File: config.mk
export PLATFORM = sky130hd
export DESIGN_NAME = uart_tx_sched_flat
export DESIGN_NICKNAME = d
export VERILOG_FILES = /design/src/rtl/uart_tx_sched_if.sv /design/src/rtl/uart_tx_sched.sv /design/src/flat_wrapper.sv
export SDC_FILE = /design/constraint.sdc
export NUM_CORES = 1
export LEC_CHECK = 0
export CAP_MARGIN = 20
export CORE_MARGIN = 4
export CORE_UTILIZATION = 53
export CTS_BUF_LIST = sky130_fd_sc_hd__clkbuf_16
export DETAILED_ROUTE_END_ITERATION = 8
export PLACE_DENSITY = 0.83
export SLEW_MARGIN = 15
export SYNTH_ARGS = -nofsm -noshare
export SYNTH_HDL_FRONTEND = slang
export SYNTH_SLANG_ARGS = --single-unit
export TNS_END_PERCENT = 100
File: constraint.sdc
create_clock -name clk -period 4.3 [get_ports clk]
set_input_delay 0.43 -clock clk [delete_from_list [all_inputs] [get_ports clk]]
set_output_delay 0.43 -clock clk [all_outputs]
set_load 0.01 [all_outputs]
File: src/rtl/uart_tx_sched_if.sv
// Client / uart_tx bundle for the round-robin UART frame scheduler.
//
// Handshake: the scheduler raises strt_tx for exactly one cycle with tx_data
// already valid; tx_data then holds until the next byte is loaded. uart_tx
// drops tx_done the cycle after strt_tx and raises it again when the byte has
// left the wire. A client offers data[8i+7:8i] continuously and advances to its
// next byte after each byte_rd[i] pulse. grant is one-hot for a whole frame and
// frm_done pulses once when the frame's last byte has completed.
interface uart_tx_sched_if;
  logic [3:0]  req;
  logic [15:0] len;
  logic [31:0] data;
  logic [3:0]  byte_rd;
  logic [3:0]  grant;
  logic [3:0]  frm_done;
  logic        strt_tx;
  logic [7:0]  tx_data;
  logic        tx_done;

  modport master (
    input  req, len, data, tx_done,
    output byte_rd, grant, frm_done, strt_tx, tx_data
  );

  modport slave (
    output req, len, data, tx_done,
    input  byte_rd, grant, frm_done, strt_tx, tx_data
  );
endinterface

File: src/rtl/uart_tx_sched.sv
// Round-robin scheduler sharing one uart_tx among four byte-stream clients.
// Each granted burst goes out as header, LEN payload bytes, optional XOR checksum.
module uart_tx_sched #(
  parameter bit          CHK_EN = 1'b1,
  parameter int unsigned GAP    = 0
) (
  input  logic             clk,
  input  logic             rst_n,
  uart_tx_sched_if.master  bus,
  output logic [2:0]       o_state
);

  localparam logic [2:0] S_IDLE  = 3'd0;
  localparam logic [2:0] S_LOAD  = 3'd1;
  localparam logic [2:0] S_WCLR  = 3'd2;
  localparam logic [2:0] S_WDONE = 3'd3;
  localparam logic [2:0] S_GAPW  = 3'd4;
  localparam logic [2:0] S_NEXT  = 3'd5;
  localparam logic [2:0] S_END   = 3'd6;

  localparam logic [1:0] P_HDR  = 2'd0;
  localparam logic [1:0] P_DATA = 2'd1;
  localparam logic [1:0] P_CSUM = 2'd2;

  logic [2:0] r_state;
  logic [1:0] r_phase;
  logic [1:0] r_id;
  logic [1:0] r_ptr;
  logic [3:0] r_len;
  logic [3:0] r_rem;
  logic [7:0] r_csum;
  logic [7:0] r_gap_cnt;
  logic       r_strt_tx;
  logic [7:0] r_tx_data;
  logic [3:0] r_grant;
  logic [3:0] r_byte_rd;
  logic [3:0] r_frm_done;

  logic       w_any_req;
  logic [1:0] w_winner;
  logic [3:0] w_len_sel;
  logic [7:0] w_hdr;
  logic [7:0] w_cur_data;
  logic [7:0] w_load_byte;
  logic [3:0] w_rem_dec;

  // First requesting client at or after the pointer; the scan runs backwards so
  // the smallest offset is the one left standing.
  always_comb begin
    w_any_req = 1'b0;
    w_winner  = r_ptr;
    for (int k = 3; k >= 0; k--) begin
      if (bus.req[r_ptr + 2'(k)]) begin
        w_any_req = 1'b1;
        w_winner  = r_ptr + 2'(k);
      end
    end
  end

  assign w_len_sel  = bus.len[{w_winner, 2'b00} +: 4];
  assign w_hdr      = {2'b10, r_id, r_len};
  assign w_cur_data = bus.data[{r_id, 3'b000} +: 8];
  assign w_rem_dec  = r_rem - 4'd1;

  // Byte source for the next load, selected by frame phase.
  always_comb begin
    w_load_byte = w_hdr;
    case (r_phase)
      P_DATA:  w_load_byte = w_cur_data;
      P_CSUM:  w_load_byte = r_csum;
      default: w_load_byte = w_hdr;
    endcase
  end

  // Frame sequencer: arbitration, byte loads, tx_done wait, gap and frame end.
  // tx_done is ignored in WCLR because it still reflects the previous byte.
  always_ff @(posedge clk) begin
    if (!rst_n) begin
      r_state    <= S_IDLE;
      r_phase    <= P_HDR;
      r_id       <= 2'd0;
      r_ptr      <= 2'd0;
      r_len      <= 4'd0;
      r_rem      <= 4'd0;
      r_csum     <= 8'h00;
      r_gap_cnt  <= 8'd0;
      r_strt_tx  <= 1'b0;
      r_tx_data  <= 8'h00;
      r_grant    <= 4'd0;
      r_byte_rd  <= 4'd0;
      r_frm_done <= 4'd0;
    end else begin
      r_strt_tx  <= 1'b0;
      r_byte_rd  <= 4'd0;
      r_frm_done <= 4'd0;
      case (r_state)
        S_IDLE: begin
          if (w_any_req) begin
            r_id    <= w_winner;
            r_grant <= 4'b0001 << w_winner;
            r_len   <= w_len_sel;
            r_phase <= P_HDR;
            r_state <= S_LOAD;
          end
        end
        S_LOAD: begin
          r_tx_data <= w_load_byte;
          r_strt_tx <= 1'b1;
          if (r_phase == P_HDR) begin
            r_csum <= w_hdr;
          end else if (r_phase == P_DATA) begin
            r_csum    <= r_csum ^ w_cur_data;
            r_byte_rd <= 4'b0001 << r_id;
          end
          r_state <= S_WCLR;
        end
        S_WCLR: r_state <= S_WDONE;
        S_WDONE: begin
          if (bus.tx_done) begin
            if (GAP == 0) begin
              r_state <= S_NEXT;
            end else begin
              r_gap_cnt <= 8'(GAP - 1);
              r_state   <= S_GAPW;
            end
          end
        end
        S_GAPW: begin
          if (r_gap_cnt == 8'd0) r_state <= S_NEXT;
          else                   r_gap_cnt <= r_gap_cnt - 8'd1;
        end
        S_NEXT: begin
          case (r_phase)
            P_HDR: begin
              if (r_len != 4'd0) begin
                r_phase <= P_DATA;
                r_rem   <= r_len;
                r_state <= S_LOAD;
              end else if (CHK_EN) begin
                r_phase <= P_CSUM;
                r_state <= S_LOAD;
              end else begin
                r_state <= S_END;
              end
            end
            P_DATA: begin
              r_rem <= w_rem_dec;
              if (w_rem_dec != 4'd0) begin
                r_state <= S_LOAD;
              end else if (CHK_EN) begin
                r_phase <= P_CSUM;
                r_state <= S_LOAD;
              end else begin
                r_state <= S_END;
              end
            end
            default: r_state <= S_END;
          endcase
        end
        S_END: begin
          r_frm_done <= 4'b0001 << r_id;
          r_grant    <= 4'd0;
          r_ptr      <= r_id + 2'd1;
          r_state    <= S_IDLE;
        end
        default: r_state <= S_IDLE;
      endcase
    end
  end

  assign bus.strt_tx  = r_strt_tx;
  assign bus.tx_data  = r_tx_data;
  assign bus.grant    = r_grant;
  assign bus.byte_rd  = r_byte_rd;
  assign bus.frm_done = r_frm_done;
  assign o_state      = r_state;

endmodule

File: src/flat_wrapper.sv
// flat-port wrapper written by rule: the top's interface ports become plain ports
module uart_tx_sched_flat 
#(
  parameter bit          CHK_EN = 1'b1,
  parameter int unsigned GAP    = 0
)
  (clk, rst_n, o_state, bus_req, bus_len, bus_data, bus_tx_done, bus_byte_rd, bus_grant, bus_frm_done, bus_strt_tx, bus_tx_data);
  uart_tx_sched_if bus_i ();
  input  logic clk;
  input  logic rst_n;
  output logic [2:0] o_state;
  input wire logic [$bits(bus_i.req)-1:0] bus_req;
  input wire logic [$bits(bus_i.len)-1:0] bus_len;
  input wire logic [$bits(bus_i.data)-1:0] bus_data;
  input wire logic [$bits(bus_i.tx_done)-1:0] bus_tx_done;
  output wire logic [$bits(bus_i.byte_rd)-1:0] bus_byte_rd;
  output wire logic [$bits(bus_i.grant)-1:0] bus_grant;
  output wire logic [$bits(bus_i.frm_done)-1:0] bus_frm_done;
  output wire logic [$bits(bus_i.strt_tx)-1:0] bus_strt_tx;
  output wire logic [$bits(bus_i.tx_data)-1:0] bus_tx_data;
  assign bus_i.req = bus_req;
  assign bus_i.len = bus_len;
  assign bus_i.data = bus_data;
  assign bus_i.tx_done = bus_tx_done;
  assign bus_byte_rd = bus_i.byte_rd;
  assign bus_grant = bus_i.grant;
  assign bus_frm_done = bus_i.frm_done;
  assign bus_strt_tx = bus_i.strt_tx;
  assign bus_tx_data = bus_i.tx_data;
  uart_tx_sched #(.CHK_EN(CHK_EN), .GAP(GAP)) u_core (.clk(clk), .rst_n(rst_n), .bus(bus_i), .o_state(o_state));
endmodule
==> impl_metrics.env <==
export IMPL_status="complete, no violations"
export IMPL_path_class="flip-flop to flip-flop"
export IMPL_cts_hold_buf=0
export IMPL_die_w_um=83.7
export IMPL_synth_edf_count=0
export IMPL_routed_via_density=6.04
export IMPL_max_stage_delay_ns=0.74
export IMPL_min_period_ns=2.34
export IMPL_setup_viol=0
export IMPL_cp_slowest_cell="ha_1"
export IMPL_required_ns=4.50
export IMPL_power_density_nw_per_um2=294
export IMPL_crit_chain="inv_1 -> ha_1 -> nor2_1 -> or2_1 -> a21oi_4 -> o21ai_1 -> a221oi_1"
export IMPL_worst_pin_slew_ns=0.888
export IMPL_cts_resized_gates=0
export IMPL_clkTransAtPathRegs_ns=0.07
export IMPL_io_buffers=78
export IMPL_ys_types=64
export IMPL_final_max_slew_violation_count=0
export IMPL_grtUsageTotal=0.235
export IMPL_fmax_ghz=0.427
export IMPL_crit_path_end_kind="flip-flop"
export IMPL_p_leak_nw=1.38
export IMPL_place_gp_congestion=0.814
export IMPL_grt_overflow_total=0
export IMPL_dpl_hpwl_um=5880
export IMPL_cp_start_kind="flip-flop"
export IMPL_syn_nets=417
export IMPL_async_reset_ff_frac=0
export IMPL_cts_buffers=5
export IMPL_syn_area_um2=3040
export IMPL_drive_above_1_share=0.0813
export IMPL_hold_viol_final=0
export IMPL_rows=27
export IMPL_setup_tns_ns=0
export IMPL_fillCellCount=432
export IMPL_ioPinCount=79
export IMPL_wl_um=7990
export IMPL_syn_to_final_growth_pct=30.8
export IMPL_die_y_um=83.7
export IMPL_grt_pass1_wl_um=13700
export IMPL_rsz0062_at_grt="no"
export IMPL_synthCells=351
export IMPL_worst_ep_arrival_time_ns=2.54
export IMPL_clock_path_buffers=2
export IMPL_dieArea_um2=7000
export IMPL_synth_avg_cell_area_um2=8.65
export IMPL_cap_viol_max_count=0
export IMPL_hold_path_class="flip-flop to flip-flop"
export IMPL_fin_crit_sh=0.545
export IMPL_cpLargestDelayFamily="adder cells"
export IMPL_drtAntennaViolNets=0
export IMPL_drt_iter0_drc=302
export IMPL_cts_tree="yes"
export IMPL_utilization=0.717
export IMPL_crit_buf_inv=1
export IMPL_ys_seq_area_frac=0.356
export IMPL_antenna_cells=0
export IMPL_coreArea_um2=5540
export IMPL_h_tree_depth=2
export IMPL_cts_setup_buffers=0
export IMPL_vias=2960
export IMPL_path_max_fanout=21
export IMPL_power_total_mw=1.17
export IMPL_grt_pass1_vias=2897
export IMPL_nets=483
export IMPL_cts_sinks=54
export IMPL_root_buffer="clkbuf_16"
export IMPL_yosysWarnings=0
export IMPL_clk_latency_ns=0.29
export IMPL_antenna_found_initial=0
export IMPL_post_drt_wl_per_cell_um=16.3
export IMPL_ir_worst_vdd_uv=255
export IMPL_slew_headroom=0.408
export IMPL_start_util=0.548
export IMPL_drc=0
export IMPL_grt_max_degree=25
export IMPL_first_pass_iters=5
export IMPL_ys_ff_latch=54
export IMPL_fin_skew_ns=0.00561
export IMPL_ys_flop_type="dfxtp_1"
-- layout by cell type, fill, tap and decap left out, drive strengths merged, types with 3 or more instances in the layout --
cell / count
a21oi: 28
a31oi: 18
and2: 5
and3: 5
clkbuf: 5
clkdlybuf4s50: 78
dfxtp: 54
ha: 11
inv: 16
mux2i: 11
mux4: 8
nand2: 40
nand2b: 4
nand3: 18
nand3b: 4
nor2: 29
nor3: 4
nor4: 11
o21ai: 16
o221ai: 4
or2: 3
or3: 5
xor2: 3
-- stage by stage --
step / area [um2] / hold WS, ns / setup WS, ns / std cells
detailed placement: 3820 / 0.463 / 1.66 / 481
global route: 3970 / 0.506 / 1.75 / 490
finish: 3970 / 0.470 / 1.96 / 490
floorplan: 3040 / 0.444 / 2.56 / 351
global placement: 3820 / 0.456 / 1.78 / 481
CTS: 3960 / 0.474 / 1.97 / 489
-- state kept, by name (all words and copies together) (netlist names), 2 cells and up --
| name | flops |
|---|---|
| u_core.bus.byte_rd | 4 |
| u_core.bus.frm_done | 4 |
| u_core.bus.grant | 4 |
| u_core.bus.tx_data | 8 |
| u_core.o_state | 3 |
| u_core.r_csum | 8 |
| u_core.r_gap_cnt | 8 |
| u_core.r_id | 2 |
| u_core.r_len | 4 |
| u_core.r_phase | 2 |
| u_core.r_ptr | 2 |
| u_core.r_rem | 4 |
-- final timing paths --
path,cells after the start,startpoint,endpoint,slack (ns)
worst max-delay path,7,u_core.r_phase[0]$_SDFFE_PN0P_,u_core.r_rem[0]$_SDFFE_PN0P_,1.96
worst min-delay path,2,u_core.r_gap_cnt[1]$_SDFFE_PN0P_,u_core.r_gap_cnt[1]$_SDFFE_PN0P_,0.47
worst max register to register,7,u_core.r_phase[0]$_SDFFE_PN0P_,u_core.r_rem[0]$_SDFFE_PN0P_,1.96
worst min register to register,2,u_core.r_gap_cnt[1]$_SDFFE_PN0P_,u_core.r_gap_cnt[1]$_SDFFE_PN0P_,0.47
-- synth_stat cells (4+ instances only) --
| library cell | n | area, um2 |
|---|---|---|
| a21oi_1 | 27 | 135 |
| a31oi_1 | 18 | 113 |
| and2_1 | 5 | 31.3 |
| and3_1 | 5 | 31.3 |
| buf_2 | 7 | 35.0 |
| clkbuf_1 | 9 | 33.8 |
| dfxtp_1 | 54 | 1080 |
| ha_1 | 11 | 138 |
| inv_1 | 15 | 56.3 |
| mux2i_1 | 11 | 110 |
| mux4_2 | 8 | 180 |
| nand2_1 | 39 | 146 |
| nand2b_1 | 4 | 25.0 |
| nand3_1 | 18 | 90.1 |
| nor2_1 | 29 | 109 |
| nor4_1 | 7 | 43.8 |
| o21ai_0 | 12 | 60.1 |
| o21ai_1 | 4 | 20.0 |
| or3_1 | 4 | 25.0 |
-- cell families (layout without fill, tap and decap cells) --
logic type | after synthesis | after routing | synth area share
compound gates | 85 | 85 | 0.188
flops | 54 | 54 | 0.356
fa+ha+maj | 11 | 11 | 0.0453
xor+xnor | 5 | 5 | 0.0144
simple gates | 140 | 140 | 0.249
buf+inv | 37 | 104 | 0.0511
mux | 19 | 19 | 0.0956
-- tightest hold or removal path, stage by stage (launching register included) --
cell and delay [ns]:
dfxtp_1 0.32, nand2_1 0.05, a21oi_1 0.05
-- where the power goes --
part / leakage (nW) / switching [mW] / internal (mW)
logic: 0.872 / 0.0949 / 0.118
clock network: 0.0672 / 0.186 / 0.213
registers: 0.438 / 0.0342 / 0.520
-- per-layer routing --
metal  GRT usage  vias up  part of all wire
li1            -     1407                 -
met1       0.304     1401              0.42
met2       0.399      135              0.49
met3      0.0405       17             0.070
met4      0.0702        0             0.019
met5           0        -                 0
-- cell type report --
type                       instances  area (um2)  share of cell area
clock buffer                       5         125              0.0315
multi-input combinational        260        1800               0.453
sequential                        54        1080               0.272
inverter                          16        60.1              0.0151
timing repair buffer              80         800               0.201
tap                               72        90.1              0.0227
clock inverter                     3        16.3             0.00409
(Power assumes the default switching activity.)
